[src/rtl/riscv_pkg.sv]
// rtl/riscv_pkg.sv - shared FSM state type, funct3 encodings and alignment check for the load/store unit
package riscv_pkg;

   typedef enum logic [2:0] {
      IDLE,
      REQ,
      RDWAIT,
      DONE,
      DRAIN
   } lsu_state_e;

   localparam logic [2:0] LSU_LB  = 3'b000;
   localparam logic [2:0] LSU_LH  = 3'b001;
   localparam logic [2:0] LSU_LW  = 3'b010;
   localparam logic [2:0] LSU_LD  = 3'b011;
   localparam logic [2:0] LSU_LBU = 3'b100;
   localparam logic [2:0] LSU_LHU = 3'b101;
   localparam logic [2:0] LSU_LWU = 3'b110;

   // funct3[1:0] encodes the access size for both signed and unsigned forms
   function automatic logic lsu_misaligned(input logic [2:0] funct3, input logic [2:0] off);
      case (funct3[1:0])
         2'b01:   return off[0];
         2'b10:   return |off[1:0];
         2'b11:   return |off;
         default: return 1'b0;
      endcase
   endfunction

endpackage

[src/rtl/riscv_lsu_align.sv]
// rtl/riscv_lsu_align.sv - store lane replication/strobes and load byte extract with sign/zero extension
module riscv_lsu_align
   import riscv_pkg::*;
#(
   parameter int DW     = 64,
   parameter int STRB_W = DW/8
) (
   input  logic [2:0]        funct3_i,
   input  logic [2:0]        off_i,
   input  logic [DW-1:0]     st_data_i,
   input  logic [DW-1:0]     ld_dword_i,
   output logic [STRB_W-1:0] st_strb_o,
   output logic [DW-1:0]     st_wdata_o,
   output logic [DW-1:0]     ld_data_o
);

   logic [DW-1:0] ld_shifted;

   always_comb begin
      ld_shifted = ld_dword_i >> {off_i, 3'b000};

      case (funct3_i[1:0])
         2'b00: begin
            st_strb_o  = STRB_W'(8'h01) << off_i;
            st_wdata_o = {(DW/8){st_data_i[7:0]}};
         end
         2'b01: begin
            st_strb_o  = STRB_W'(8'h03) << off_i;
            st_wdata_o = {(DW/16){st_data_i[15:0]}};
         end
         2'b10: begin
            st_strb_o  = STRB_W'(8'h0F) << off_i;
            st_wdata_o = {(DW/32){st_data_i[31:0]}};
         end
         default: begin
            st_strb_o  = {STRB_W{1'b1}};
            st_wdata_o = st_data_i;
         end
      endcase

      case (funct3_i)
         LSU_LB:  ld_data_o = {{(DW-8){ld_shifted[7]}},   ld_shifted[7:0]};
         LSU_LH:  ld_data_o = {{(DW-16){ld_shifted[15]}}, ld_shifted[15:0]};
         LSU_LW:  ld_data_o = {{(DW-32){ld_shifted[31]}}, ld_shifted[31:0]};
         LSU_LBU: ld_data_o = {{(DW-8){1'b0}},  ld_shifted[7:0]};
         LSU_LHU: ld_data_o = {{(DW-16){1'b0}}, ld_shifted[15:0]};
         LSU_LWU: ld_data_o = {{(DW-32){1'b0}}, ld_shifted[31:0]};
         LSU_LD:  ld_data_o = ld_dword_i;
         default: ld_data_o = ld_dword_i;
      endcase
   end

endmodule

[src/rtl/riscv_lsu.sv]
// rtl/riscv_lsu.sv - memory-stage load/store unit with req/gnt/rvalid bus FSM; RISCV_LSU_LRSC_EN adds the LR/SC reservation
module riscv_lsu
   import riscv_pkg::*;
#(
   parameter int DW     = 64,
   parameter int STRB_W = DW/8
) (
   input  logic              i_riscv_lsu_clk,
   input  logic              i_riscv_lsu_rst_n,
   input  logic              i_riscv_lsu_flush,
   input  logic              i_riscv_lsu_memread_m,
   input  logic              i_riscv_lsu_memwrite_m,
   input  logic              i_riscv_lsu_lr_m,
   input  logic              i_riscv_lsu_sc_m,
   input  logic [2:0]        i_riscv_lsu_funct3_m,
   input  logic [DW-1:0]     i_riscv_lsu_addr_m,
   input  logic [DW-1:0]     i_riscv_lsu_wdata_m,
   output logic              o_riscv_lsu_dmem_req,
   output logic              o_riscv_lsu_dmem_we,
   output logic [DW-1:0]     o_riscv_lsu_dmem_addr,
   output logic [DW-1:0]     o_riscv_lsu_dmem_wdata,
   output logic [STRB_W-1:0] o_riscv_lsu_dmem_strb,
   input  logic              i_riscv_lsu_dmem_gnt,
   input  logic              i_riscv_lsu_dmem_rvalid,
   input  logic [DW-1:0]     i_riscv_lsu_dmem_rdata,
   output logic              o_riscv_lsu_stall,
   output logic [DW-1:0]     o_riscv_lsu_memload_m,
   output logic [DW-1:0]     o_riscv_lsu_rddata_sc_m,
   output logic              o_riscv_lsu_ld_misalign,
   output logic              o_riscv_lsu_st_misalign
);

   lsu_state_e        state_q, state_d;
   logic              req_q, req_d;
   logic              we_q, we_d;
   logic [DW-1:0]     addr_q, addr_d;
   logic [DW-1:0]     wdata_q, wdata_d;
   logic [STRB_W-1:0] strb_q, strb_d;
   logic [DW-1:0]     ld_buf_q, ld_buf_d;

   logic              misalign;
   logic              access;
   logic              sc_fail;
   logic              bus_access;
   logic [STRB_W-1:0] st_strb;
   logic [DW-1:0]     st_wdata;
   logic [DW-1:0]     ld_ext;

   assign misalign   = lsu_misaligned(i_riscv_lsu_funct3_m, i_riscv_lsu_addr_m[2:0]);
   assign access     = (i_riscv_lsu_memread_m | i_riscv_lsu_memwrite_m) & ~misalign;
   assign bus_access = access & ~sc_fail;

   assign o_riscv_lsu_ld_misalign = i_riscv_lsu_memread_m & misalign;
   assign o_riscv_lsu_st_misalign = i_riscv_lsu_memwrite_m & misalign;
   assign o_riscv_lsu_stall       = bus_access & (state_q != DONE);
   assign o_riscv_lsu_memload_m   = i_riscv_lsu_memread_m ? ld_ext : '0;

   assign o_riscv_lsu_dmem_req   = req_q;
   assign o_riscv_lsu_dmem_we    = we_q;
   assign o_riscv_lsu_dmem_addr  = addr_q;
   assign o_riscv_lsu_dmem_wdata = wdata_q;
   assign o_riscv_lsu_dmem_strb  = strb_q;

   riscv_lsu_align #(
      .DW     (DW),
      .STRB_W (STRB_W)
   ) u_align (
      .funct3_i   (i_riscv_lsu_funct3_m),
      .off_i      (i_riscv_lsu_addr_m[2:0]),
      .st_data_i  (i_riscv_lsu_wdata_m),
      .ld_dword_i (ld_buf_q),
      .st_strb_o  (st_strb),
      .st_wdata_o (st_wdata),
      .ld_data_o  (ld_ext)
   );

`ifdef RISCV_LSU_LRSC_EN
   logic            res_valid_q, res_valid_d;
   logic [DW-4:0]   res_addr_q, res_addr_d;
   logic            res_hit;

   assign res_hit = res_valid_q & (res_addr_q == i_riscv_lsu_addr_m[DW-1:3]);
   assign sc_fail = i_riscv_lsu_sc_m & i_riscv_lsu_memwrite_m & access & ~res_hit;
   assign o_riscv_lsu_rddata_sc_m = {{(DW-1){1'b0}}, sc_fail};

   // Reservation changes only when the owning access completes so a successful
   // SC still sees its match while sitting in DONE.
   always_comb begin
      res_valid_d = res_valid_q;
      res_addr_d  = res_addr_q;
      if (i_riscv_lsu_flush) begin
         res_valid_d = 1'b0;
      end else begin
         if (state_q == DONE && i_riscv_lsu_memread_m && i_riscv_lsu_lr_m) begin
            res_valid_d = 1'b1;
            res_addr_d  = i_riscv_lsu_addr_m[DW-1:3];
         end
         if (state_q == DONE && i_riscv_lsu_memwrite_m && res_hit) begin
            res_valid_d = 1'b0;
         end
         if (i_riscv_lsu_sc_m && i_riscv_lsu_memwrite_m && access &&
             (state_q == DONE || sc_fail)) begin
            res_valid_d = 1'b0;
         end
      end
   end

   always_ff @(posedge i_riscv_lsu_clk or negedge i_riscv_lsu_rst_n) begin
      if (!i_riscv_lsu_rst_n) begin
         res_valid_q <= 1'b0;
         res_addr_q  <= '0;
      end else begin
         res_valid_q <= res_valid_d;
         res_addr_q  <= res_addr_d;
      end
   end
`else
   logic lrsc_unused;

   assign lrsc_unused             = i_riscv_lsu_lr_m & i_riscv_lsu_sc_m;
   assign sc_fail                 = 1'b0;
   assign o_riscv_lsu_rddata_sc_m = '0;
`endif

   always_comb begin
      state_d  = state_q;
      req_d    = req_q;
      we_d     = we_q;
      addr_d   = addr_q;
      wdata_d  = wdata_q;
      strb_d   = strb_q;
      ld_buf_d = ld_buf_q;

      case (state_q)
         IDLE: begin
            if (bus_access && !i_riscv_lsu_flush) begin
               state_d = REQ;
               req_d   = 1'b1;
               we_d    = i_riscv_lsu_memwrite_m;
               addr_d  = {i_riscv_lsu_addr_m[DW-1:3], 3'b000};
               wdata_d = st_wdata;
               strb_d  = st_strb;
            end
         end
         REQ: begin
            // A grant in the flush cycle still commits; reads then owe a response.
            if (i_riscv_lsu_dmem_gnt) begin
               req_d = 1'b0;
               we_d  = 1'b0;
               if (we_q) state_d = i_riscv_lsu_flush ? IDLE : DONE;
               else      state_d = i_riscv_lsu_flush ? DRAIN : RDWAIT;
            end else if (i_riscv_lsu_flush) begin
               req_d   = 1'b0;
               we_d    = 1'b0;
               state_d = IDLE;
            end
         end
         RDWAIT: begin
            if (i_riscv_lsu_dmem_rvalid) begin
               ld_buf_d = i_riscv_lsu_dmem_rdata;
               state_d  = i_riscv_lsu_flush ? IDLE : DONE;
            end else if (i_riscv_lsu_flush) begin
               state_d = DRAIN;
            end
         end
         DONE: begin
            state_d = IDLE;
         end
         DRAIN: begin
            if (i_riscv_lsu_dmem_rvalid) state_d = IDLE;
         end
         default: begin
            state_d = IDLE;
         end
      endcase
   end

   always_ff @(posedge i_riscv_lsu_clk or negedge i_riscv_lsu_rst_n) begin
      if (!i_riscv_lsu_rst_n) begin
         state_q  <= IDLE;
         req_q    <= 1'b0;
         we_q     <= 1'b0;
         addr_q   <= '0;
         wdata_q  <= '0;
         strb_q   <= '0;
         ld_buf_q <= '0;
      end else begin
         state_q  <= state_d;
         req_q    <= req_d;
         we_q     <= we_d;
         addr_q   <= addr_d;
         wdata_q  <= wdata_d;
         strb_q   <= strb_d;
         ld_buf_q <= ld_buf_d;
      end
   end

endmodule
[config.mk]
export PLATFORM = sky130hd
export DESIGN_NAME = riscv_lsu
export DESIGN_NICKNAME = d
export VERILOG_FILES = /design/src/rtl/riscv_pkg.sv /design/src/rtl/riscv_lsu_align.sv /design/src/rtl/riscv_lsu.sv
export SDC_FILE = /design/constraint.sdc
export NUM_CORES = 1
export LEC_CHECK = 0
export ABC_CLOCK_PERIOD_IN_PS = 3200
export CORE_AREA = 2 2 184 186
export CTS_CLUSTER_SIZE = 30
export DETAILED_ROUTE_END_ITERATION = 10
export DIE_AREA = 0 0 186 188
export PLACE_DENSITY = 0.74
export SLEW_MARGIN = 20
export SYNTH_ARGS = -nofsm -noshare
export SYNTH_HDL_FRONTEND = slang
export SYNTH_SLANG_ARGS = --single-unit
[constraint.sdc]
create_clock -name i_riscv_lsu_clk -period 3.2 [get_ports i_riscv_lsu_clk]
set_input_delay 0.8 -clock i_riscv_lsu_clk [delete_from_list [all_inputs] [get_ports i_riscv_lsu_clk]]
set_output_delay 0.8 -clock i_riscv_lsu_clk [all_outputs]
set_load 0.02 [all_outputs]
* Word-level counts from Yosys, hierarchy flattened *
Index checks and enable logic that the tools add are counted.

word-level totals
  bits of input ports = 204
  output and inout bits = 269
  word-level logic and storage cells = 66
  register bits = 202

operators by class
  shift operators = 4
  reductions and logical operators = 12
  bitwise gates (word level) = 6
  muxes and demuxes = 21
  equality and inequality tests = 16

operators with widths
  kind                 number
  $pmux 64 s6          1
  $pmux 64 s3          1
  $mux 64              1
  $shr 64x6->32        1
  $mux 3               8
  $pmux 8 s3           1
  $eq 3x3->1 const B   4
  $pmux 3 s4           1
  $shl 1x3->8 const A  1
  $shl 2x3->8 const A  1
  $shl 4x3->8 const A  1
  $eq 3x1->1 const B   2
  $eq 3x2->1 const B   2
  $logic_not 3->1      2
  $ne 3x3->1 const B   2
  $and 1x1->1          4
  $eq 2x2->1 const B   2
  $mux 1               4
  $ne 2x2->1 const B   2
  $pmux 1 s2           2
  $reduce_and 2->1     2
  $reduce_and 4->1     1
  $ne 3x2->1 const B   1
  $pmux 1 s3           1
  11 further kinds     11

* Longest topological paths before layout *
Gate-level depths: netlist of the first run.

  depth after elaboration = 7
  mapped depth = 11
  gate-level depth less buffers = 7

* By module *
A second synthesis of the first run with hierarchy kept.

unflattened totals
  cell total of the unflattened synthesis = 1138
  area total of the unflattened synthesis = 12295.5 um^2

by module, submodules not included
  module           instances  cells an instance  seq. area each (um^2)  area each (um^2)
  riscv_lsu        1          598                5054.8                 8843.5
  riscv_lsu_align  1          540                0.0                    3452.1

* Least setup slack after synthesis of the first run *
OpenSTA, ideal clock, no wires.

  path kind = input to output
  from = input port i_riscv_lsu_funct3_m[0]
  to = output port o_riscv_lsu_memload_m[31]
  stages on the path = 8
  buffers on the path = 4
  arrival time = 2.617 ns
  setup slack = -0.217 ns
  cell sequence = ha_1 clkbuf_1 inv_1 clkbuf_1 clkbuf_1 clkbuf_1 o21ai_0 a31oi_1

on the way
  longest elaborated chain between the ends = 3

ends and longest elaborated chain
  item                                line                   text
  from (decl)                         riscv_lsu.sv:15        input logic [2:0] i_riscv_lsu_funct3_m,
  $eq 3x3->1 (tied with other cells)  riscv_lsu_align.sv:41  case (funct3_i)
  $pmux 64 s6 (*)                     riscv_lsu_align.sv:41
  $mux 64 (*)                         riscv_lsu.sv:56        assign o_riscv_lsu_memload_m = i_riscv_lsu_memread_m ? ld_ext : '0;
  to (decl)                           riscv_lsu.sv:27        output logic [DW-1:0] o_riscv_lsu_memload_m,

Mark *: on every way between the ends. The rest lies on a longest branch, timed or not.

* Final worst setup path of the first run *
  from = input port i_riscv_lsu_addr_m[0]
  to = output port o_riscv_lsu_memload_m[47]

on the way
  longest elaborated chain between the ends = 3

ends and longest elaborated chain
  item           line                   text
  from (decl)    riscv_lsu.sv:16        input logic [DW-1:0] i_riscv_lsu_addr_m,
  $shr 64x6->32  riscv_lsu_align.sv:20  ld_shifted = ld_dword_i >> {off_i, 3'b000};
  $pmux 64 s6    riscv_lsu_align.sv:41
  $mux 64        riscv_lsu.sv:56

No other way between the ends.

==> results.cfg, run 1 <==
[placed_design]
hpwl_mm = 33.49
detailed_place.area_um2 = 16730
port_buffers = 403
place_congestion = 0.9556
dp_slack_ps = -1030

[timing]
period_share_pct = 108.5
setup_viol = 51
final_max_slew_viol_count = 0
period_minus_slack_ps = 3471
setup_ws_ps = -271.2
holdWs_ps = 317.0
rsz0062_at_grt = yes
finClkSkew_ps = 16.59
max_freq_mhz = 288.1
finalHoldViolations = 0
max_slew.worst_pin.slew_ps = 704.0
slew_headroom_pct = 53.07

[floorplan]
core.rowCount = 67
start_util_pct = 34.81
die-area_um2 = 34970
core-area_um2 = 33110
ios = 473
fp.dieW_um = 186
die_y_um = 188

[cts]
holdBufCountCts = 0
clk_latency_ps = 540
htree_num_levels = 1
clockRootBuffer = clkbuf_16
numCtsBuffers = 24
tritoncts = built
cts_max_path_buffers = 3
clk_pin_slew_worst_paths_ps = 60
numClockSinks = 202

[route]
post_drt_wl_per_cell_um = 20.35
viasPerCell = 5.124
drtPass1Iterations = 5
routed_wl_mm = 46.34
drt_iter0_markers = 703
vias = 11670
drt.antenna.violating_nets = 0
drc_errors = 0

[synth]
synth_area_leaders = dfrtp_1 44%, nand2_1 11%, buf_4 4.8%
synth_ff_type = dfrtp_1
syn_area_um2 = 11530
yosysSeqAreaShare_pct = 43.86
synth_top_area_cell = dfrtp_1
yosys_warnings = 0
synth-edff-count = 0
yosys_register_bits = 202
synth_top_cell_area_share_pct = 43.86
async_flop_share_pct = 100.0
syn_inst = 1320
syn_avg_cell_area_um2 = 8.732
synth.distinct_cells = 55

[critical_path]
r2r-start = state_q[0]
critPathLaunch = i_riscv_lsu_addr_m[0]
cp-start-kind = input port
cp.required_ps = 2400
crit_path_end_kind = output pin
path_max_fanout = 8
arrival_ps = 2670
reg2regPathDepth = 6
crit_type = input port to output pin

[global_routing]
antenna_found_initial = 2
grt_use_total_pct = 25.46
grt_pass1_vias = 11800
grt_max_degree = 84
gr-total-overflow = 0
grt_pass1_wl_mm = 68.92

[finish]
area_growth_pct = 60.62
final_layout_size_suffix_gt1_share_pct = 25.15
final_cell_mix = 330 x nand2_1, 329 x clkdlybuf4s50_1, 199 x dfrtp_1
final_common_cell = nand2_1
antennaDiodeCount = 0
final_area_um2 = 18510
fillerInstances = 2856
layout.nets = 2024

[power_and_ir_drop]
powerDensity_nw_per_um2 = 800.1
p_leak_nw = 8.209
total_power_w = 0.01481
ir_drop_mv = 0.4823

[outcome]
violations = negative setup slack
status = complete, but fails checks

[run]
cap_violations = 0

[worst_hold_path]
hold_class = input port to async pin
layer usage:
metal	wire [µm]	GRT usage, %
met3	4107	6.895
met4	2141	10.99
met5	27	0
met1	17090	29.73
met2	22980	43.55
path summary, 6_finish.rpt:
kind	slack, ps	end
min in group i_riscv_lsu_clk	470	o_riscv_lsu_dmem_addr[45]
hold reg to reg	470	o_riscv_lsu_dmem_addr[45]
setup reg to reg	1110	o_riscv_lsu_dmem_addr[36]
max in group asynchronous	2070	ld_buf_q[39]
setup / recovery	-270	o_riscv_lsu_memload_m[47]
hold / removal	320	o_riscv_lsu_dmem_addr[4]
synthesized netlist by cell type (2+ instances only):
cell	n
mux2_2	39
o21ai_1	10
o31ai_2	20
and3_1	2
a211oi_1	9
buf_2	28
nor3_1	7
a22oi_1	4
mux4_2	5
nor2_1	65
o221ai_1	4
a31oi_1	6
o22ai_1	12
dfrtp_1	202
mux2i_1	50
clkbuf_1	51
ha_1	7
a21oi_1	105
buf_1	3
nand2_1	331
o21bai_1	9
nor3b_1	8
o21ai_0	108
nand2b_1	7
o31ai_1	21
nor2b_1	14
and2_1	3
buf_6	16
inv_1	37
o211ai_1	12
and3b_1	4
nand3_1	9
or2_2	3
a221oi_1	16
buf_4	73
area by class of cell:
class                           count  area, µm²  area share (%)
Inverter                           38      145.1          0.7840
Tap cell                          448      560.5           3.028
Multi-Input combinational cell    975       6250           33.76
Clock buffer                       34      708.2           3.825
Clock inverter                      8      78.83          0.4258
Sequential cell                   202       5059           27.32
Timing Repair Buffer              572       5712           30.85
cells by family (layout without fill, tap and decap cells):
kind of cell    count (synthesis)  in the layout  synth area share (%)
mux                            94             94                 9.129
compound gates                349            349                 19.33
buf+inv                       209            652                 10.53
other cells                     1             67               0.03253
fa+ha+maj                       7              7                0.7598
flops                         202            202                 43.86
simple gates                  458            458                 16.36
metrics by stage:
step / TNS [ps] / std cells / utilization [%]
finish: -10500 / 2277 / 55.91
floorplan: -1215 / 1386 / -
detailed placement: -116180 / 2197 / 50.52
global placement: -105660 / 2197 / 50.52
CTS: -9684 / 2267 / 54.48
global route: -13540 / 2277 / 55.91
report_power, final:
group | internal, W | switching (W)
logic | 0.00339 | 0.00378
clock network | 0.00161 | 0.00111
registers | 0.00380 | 0.00113
total | 0.00880 | 0.00602
repair_timing:
item                       4_1_cts  5_1_grt
setup endpoints to repair       67       66
pin swaps                       16       18
resized for setup              384      109
setup buffers                   24       16
gates cloned                     5        0
flip-flops by register name (all words and copies together), names as in the netlist:
register                count
o_riscv_lsu_dmem_addr      61
o_riscv_lsu_dmem_strb       8
o_riscv_lsu_dmem_we         1
o_riscv_lsu_dmem_req        1
o_riscv_lsu_dmem_wdata     64
state_q                     3
ld_buf_q                   64
critical path, stage by stage:
cell      delay [ps]
buf_12           130
buf_8            130
buf_4            130
nor2b_2          140
a31oi_2          120
a311oi_2         340
buf_4            180
o41ai_4           80
buf_6            160
buf_12           160
a21oi_4          140
buf_6            140
No activity file was read; power rests on OpenSTA's default activity.
==> inputs of run 2 (changes only) <==
ABC_AREA = 1   (was unset)
CORE_AREA = unset   (was 2 2 184 186)
CORE_ASPECT_RATIO = 0.7   (was unset)
CORE_UTILIZATION = 40   (was unset)
CTS_CLUSTER_DIAMETER = 150   (was unset)
DIE_AREA = unset   (was 0 0 186 188)
PLACE_DENSITY = 0.81   (was 0.74)
==> run 2 against run 1 <==
Net effect: the flow still finishes with violations (negative setup slack); combinational power rose by 3%; setup slack improved by 150 ps; sequential cell count did not move; clock-buffer cell count fell by 23; design area fell by 3.6%; global-route usage rose by 6.3 points; sequential share of layout area rose by 1.0 points; total power fell by 9.0%; largest cell class unchanged; largest power group unchanged.
==> results.cfg, run 2 <==
[critical_path]
r2r-start = state_q[0]
r2r_setup_slack_ps = 1310
cp-start-kind = input port
reg2regPathDepth = 9
cp.required_ps = 2400
r2r_end = state_q[0]
crit_type = input port to output pin
arrival_ps = 2520
path_max_fanout = 8
crit_path_end_kind = output pin

[timing]
rsz0062_at_grt = yes
setup_ws_ps = -122.9
max_slew.worst_pin.slew_ps = 595.4
max_freq_mhz = 300.9
period_share_pct = 103.8
setup_viol = 36
finalHoldViolations = 0
finClkSkew_ps = 12.97
final_max_slew_viol_count = 0
period_minus_slack_ps = 3323
holdWs_ps = 305.9
slew_headroom_pct = 60.31

[cts]
tritoncts = built
clk_pin_slew_worst_paths_ps = 120
numCtsBuffers = 10
clockRootBuffer = clkbuf_16
numClockSinks = 202
cts_max_path_buffers = 3
clk_latency_ps = 490
holdBufCountCts = 0
htree_num_levels = 1

[synth]
synth_top_family_by_area = simple AND/OR/NAND/NOR gates
yosys.area_share.simple_pct = 22.44
synth-adder-area-share_pct = 0.7273
synth_compound_gate_area_share_pct = 20.03
async_flop_share_pct = 100.0
yosysSeqAreaShare_pct = 41.98
yosys_register_bits = 202
yosysMostFrequentCell = nand2_1
syn_avg_cell_area_um2 = 7.374
yosys_warnings = 0
synth_top_area_cell = dfrtp_1
syn_area_um2 = 12040
synth_top_cell_area_share_pct = 41.98
syn_inst = 1633
yosys.area_share.xor_xnor_pct = 0
netlist_top_cells_count = 508 x nand2_1, 202 x dfrtp_1, 178 x inv_1
synth_mux_area_share_pct = 0
synth.distinct_cells = 36
synth_area_leaders = dfrtp_1 42%, nand2_1 16%, o21ai_2 7.3%
synth-edff-count = 0
synth_ff_type = dfrtp_1

[route]
routed_wl_mm = 50.99
drtPass1Iterations = 7
viasPerCell = 5.114
vias = 12780
post_drt_wl_per_cell_um = 20.41
drc_errors = 0
drt_iter0_markers = 1415
drt.antenna.violating_nets = 0

[finish]
instances_no_fill = 2498
final_layout_size_suffix_gt1_share_pct = 20.53
final_cell_mix = 501 x nand2_1, 329 x clkdlybuf4s50_1, 201 x dfrtp_1
area_growth_pct = 48.18
final_common_cell = nand2_1
layout.nets = 2330

[power_and_ir_drop]
p_switching_w = 0.005968
pwr-share-seq_pct = 34.4
combPwrFrac_pct = 54.6
p_clk_share_pct = 11.1
p_leak_nw = 8.893
sw_frac_of_total_pct = 44.26
ir_drop_mv = 0.5134
intPower_w = 0.007517
total_power_w = 0.01348
powerDensity_nw_per_um2 = 755.7

[outcome]
violations = negative setup slack
status = complete, but fails checks

[floorplan]
core-area_um2 = 29210
core.rowCount = 52
ios = 473
die_y_um = 147.2
start_util_pct = 41.22
fp.dieW_um = 209.4
die-area_um2 = 30810

[placed_design]
place_congestion = 1.010
hpwl_mm = 39.52
port_buffers = 403
dp_slack_ps = -962.0
place_inst = 2467

[global_routing]
grt_pass1_wl_mm = 73.40
antenna_found_initial = 1
grt_pass1_vias = 11630
gr-total-overflow = 0
grt_use_total_pct = 31.73
grt_max_degree = 76

[run]
cap_violations = 0

[worst_hold_path]
hold_class = input port to async pin
==> run 2: changes by cell type in the layout (fill, tap and decap cells not counted), moves of 23 or more <==
cell,delta
o21ai_2,+99
nor2_1,+23
inv_1,+140
nand3_1,+28
buf_6,-37
a21oi_4,-28
mux2_2,-38
nand2_1,+171
a21oi_1,+35
a21oi_2,-27
o21ai_0,+39
mux2i_1,-45
==> run 2: worst max-delay path: stages <==
cell and delay (ps):
buf_12 100, clkinv_8 70, clkbuf_16 150, nand2_1 80, nand2_1 90, a21oi_1 150, nand3_1 190, a21oi_2 250
nand2_4 90, nand2_8 120, clkbuf_16 220, nor2_4 50, buf_6 130
==> run 2: power groups by stage <==
stage / Combinational (W) / Sequential [W] / Clock [W]
finish: 0.00736 / 0.00463 / 0.00149
global route: 0.00783 / 0.00476 / 0.00161
CTS: 0.00714 / 0.00460 / 0.00153
detailed placement: 0.00711 / 0.00463 / 0
global placement: 0.00704 / 0.00460 / 0
floorplan: 0.00273 / 0.00535 / 0
==> run 2: what timing repair did <==
action                     4_1_cts  5_1_grt
pin swaps                        4       15
cloned                           3        4
resized for setup              318      119
setup buffers                    7        5
setup endpoints to repair       67       56
==> run 2: logic make-up (layout without fill, tap and decap cells) <==
group | Yosys count | after routing
flops | 202 | 202
buf+inv | 350 | 770
simple gates | 690 | 690
compound gates | 383 | 383
fa+ha+maj | 7 | 7
other cells | 1 | 68
==> run 2: per-layer routing <==
layer  vias to the layer above  wire length, µm  share of wire, %  global-route usage [%]
met5                         -                0                 0                       0
met4                         0             1141               2.2                   6.728
met3                        68             5797                11                   8.615
met2                       679            21000                41                   43.08
met1                      6047            23050                45                   49.27
li1                       5981                -                 -                       -
==> run 2: how the worst max path moves through the flow <==
stage                             from                   endpoint  slack [ps]  cells after the start
2_1_floorplan  i_riscv_lsu_funct3_m[0]   o_riscv_lsu_memload_m[1]         210                      8
3_5_place_dp     i_riscv_lsu_addr_m[1]  o_riscv_lsu_memload_m[21]        -960                     12
4_1_cts          i_riscv_lsu_addr_m[1]  o_riscv_lsu_memload_m[20]           2                     13
6_report         i_riscv_lsu_addr_m[0]  o_riscv_lsu_memload_m[47]        -120                     13
3_3_place_gp     i_riscv_lsu_addr_m[1]  o_riscv_lsu_memload_m[21]        -960                     12
5_1_grt          i_riscv_lsu_addr_m[0]  o_riscv_lsu_memload_m[38]        -190                     13
==> run 2: stage by stage <==
stage	setup TNS (ps)	util [%]	cell area, µm²
final	-2995	61.08	17840
after global placement	-53140	58.36	17050
after detailed placement	-52550	58.36	17050
after CTS	0	59.42	17360
after global routing	-6029	61.07	17840
after floorplan	0	-	12290
==> run 2: cell type report <==
type / count / area (µm²)
Timing Repair Buffer: 573 / 5552
Clock buffer: 11 / 275.3
Clock inverter: 1 / 8.758
Antenna cell: 1 / 2.502
Multi-Input combinational cell: 1147 / 5767
Sequential cell: 202 / 5056
Tap cell: 378 / 473.0
Fill cell: 2671 / 11370
Inverter: 185 / 709.4
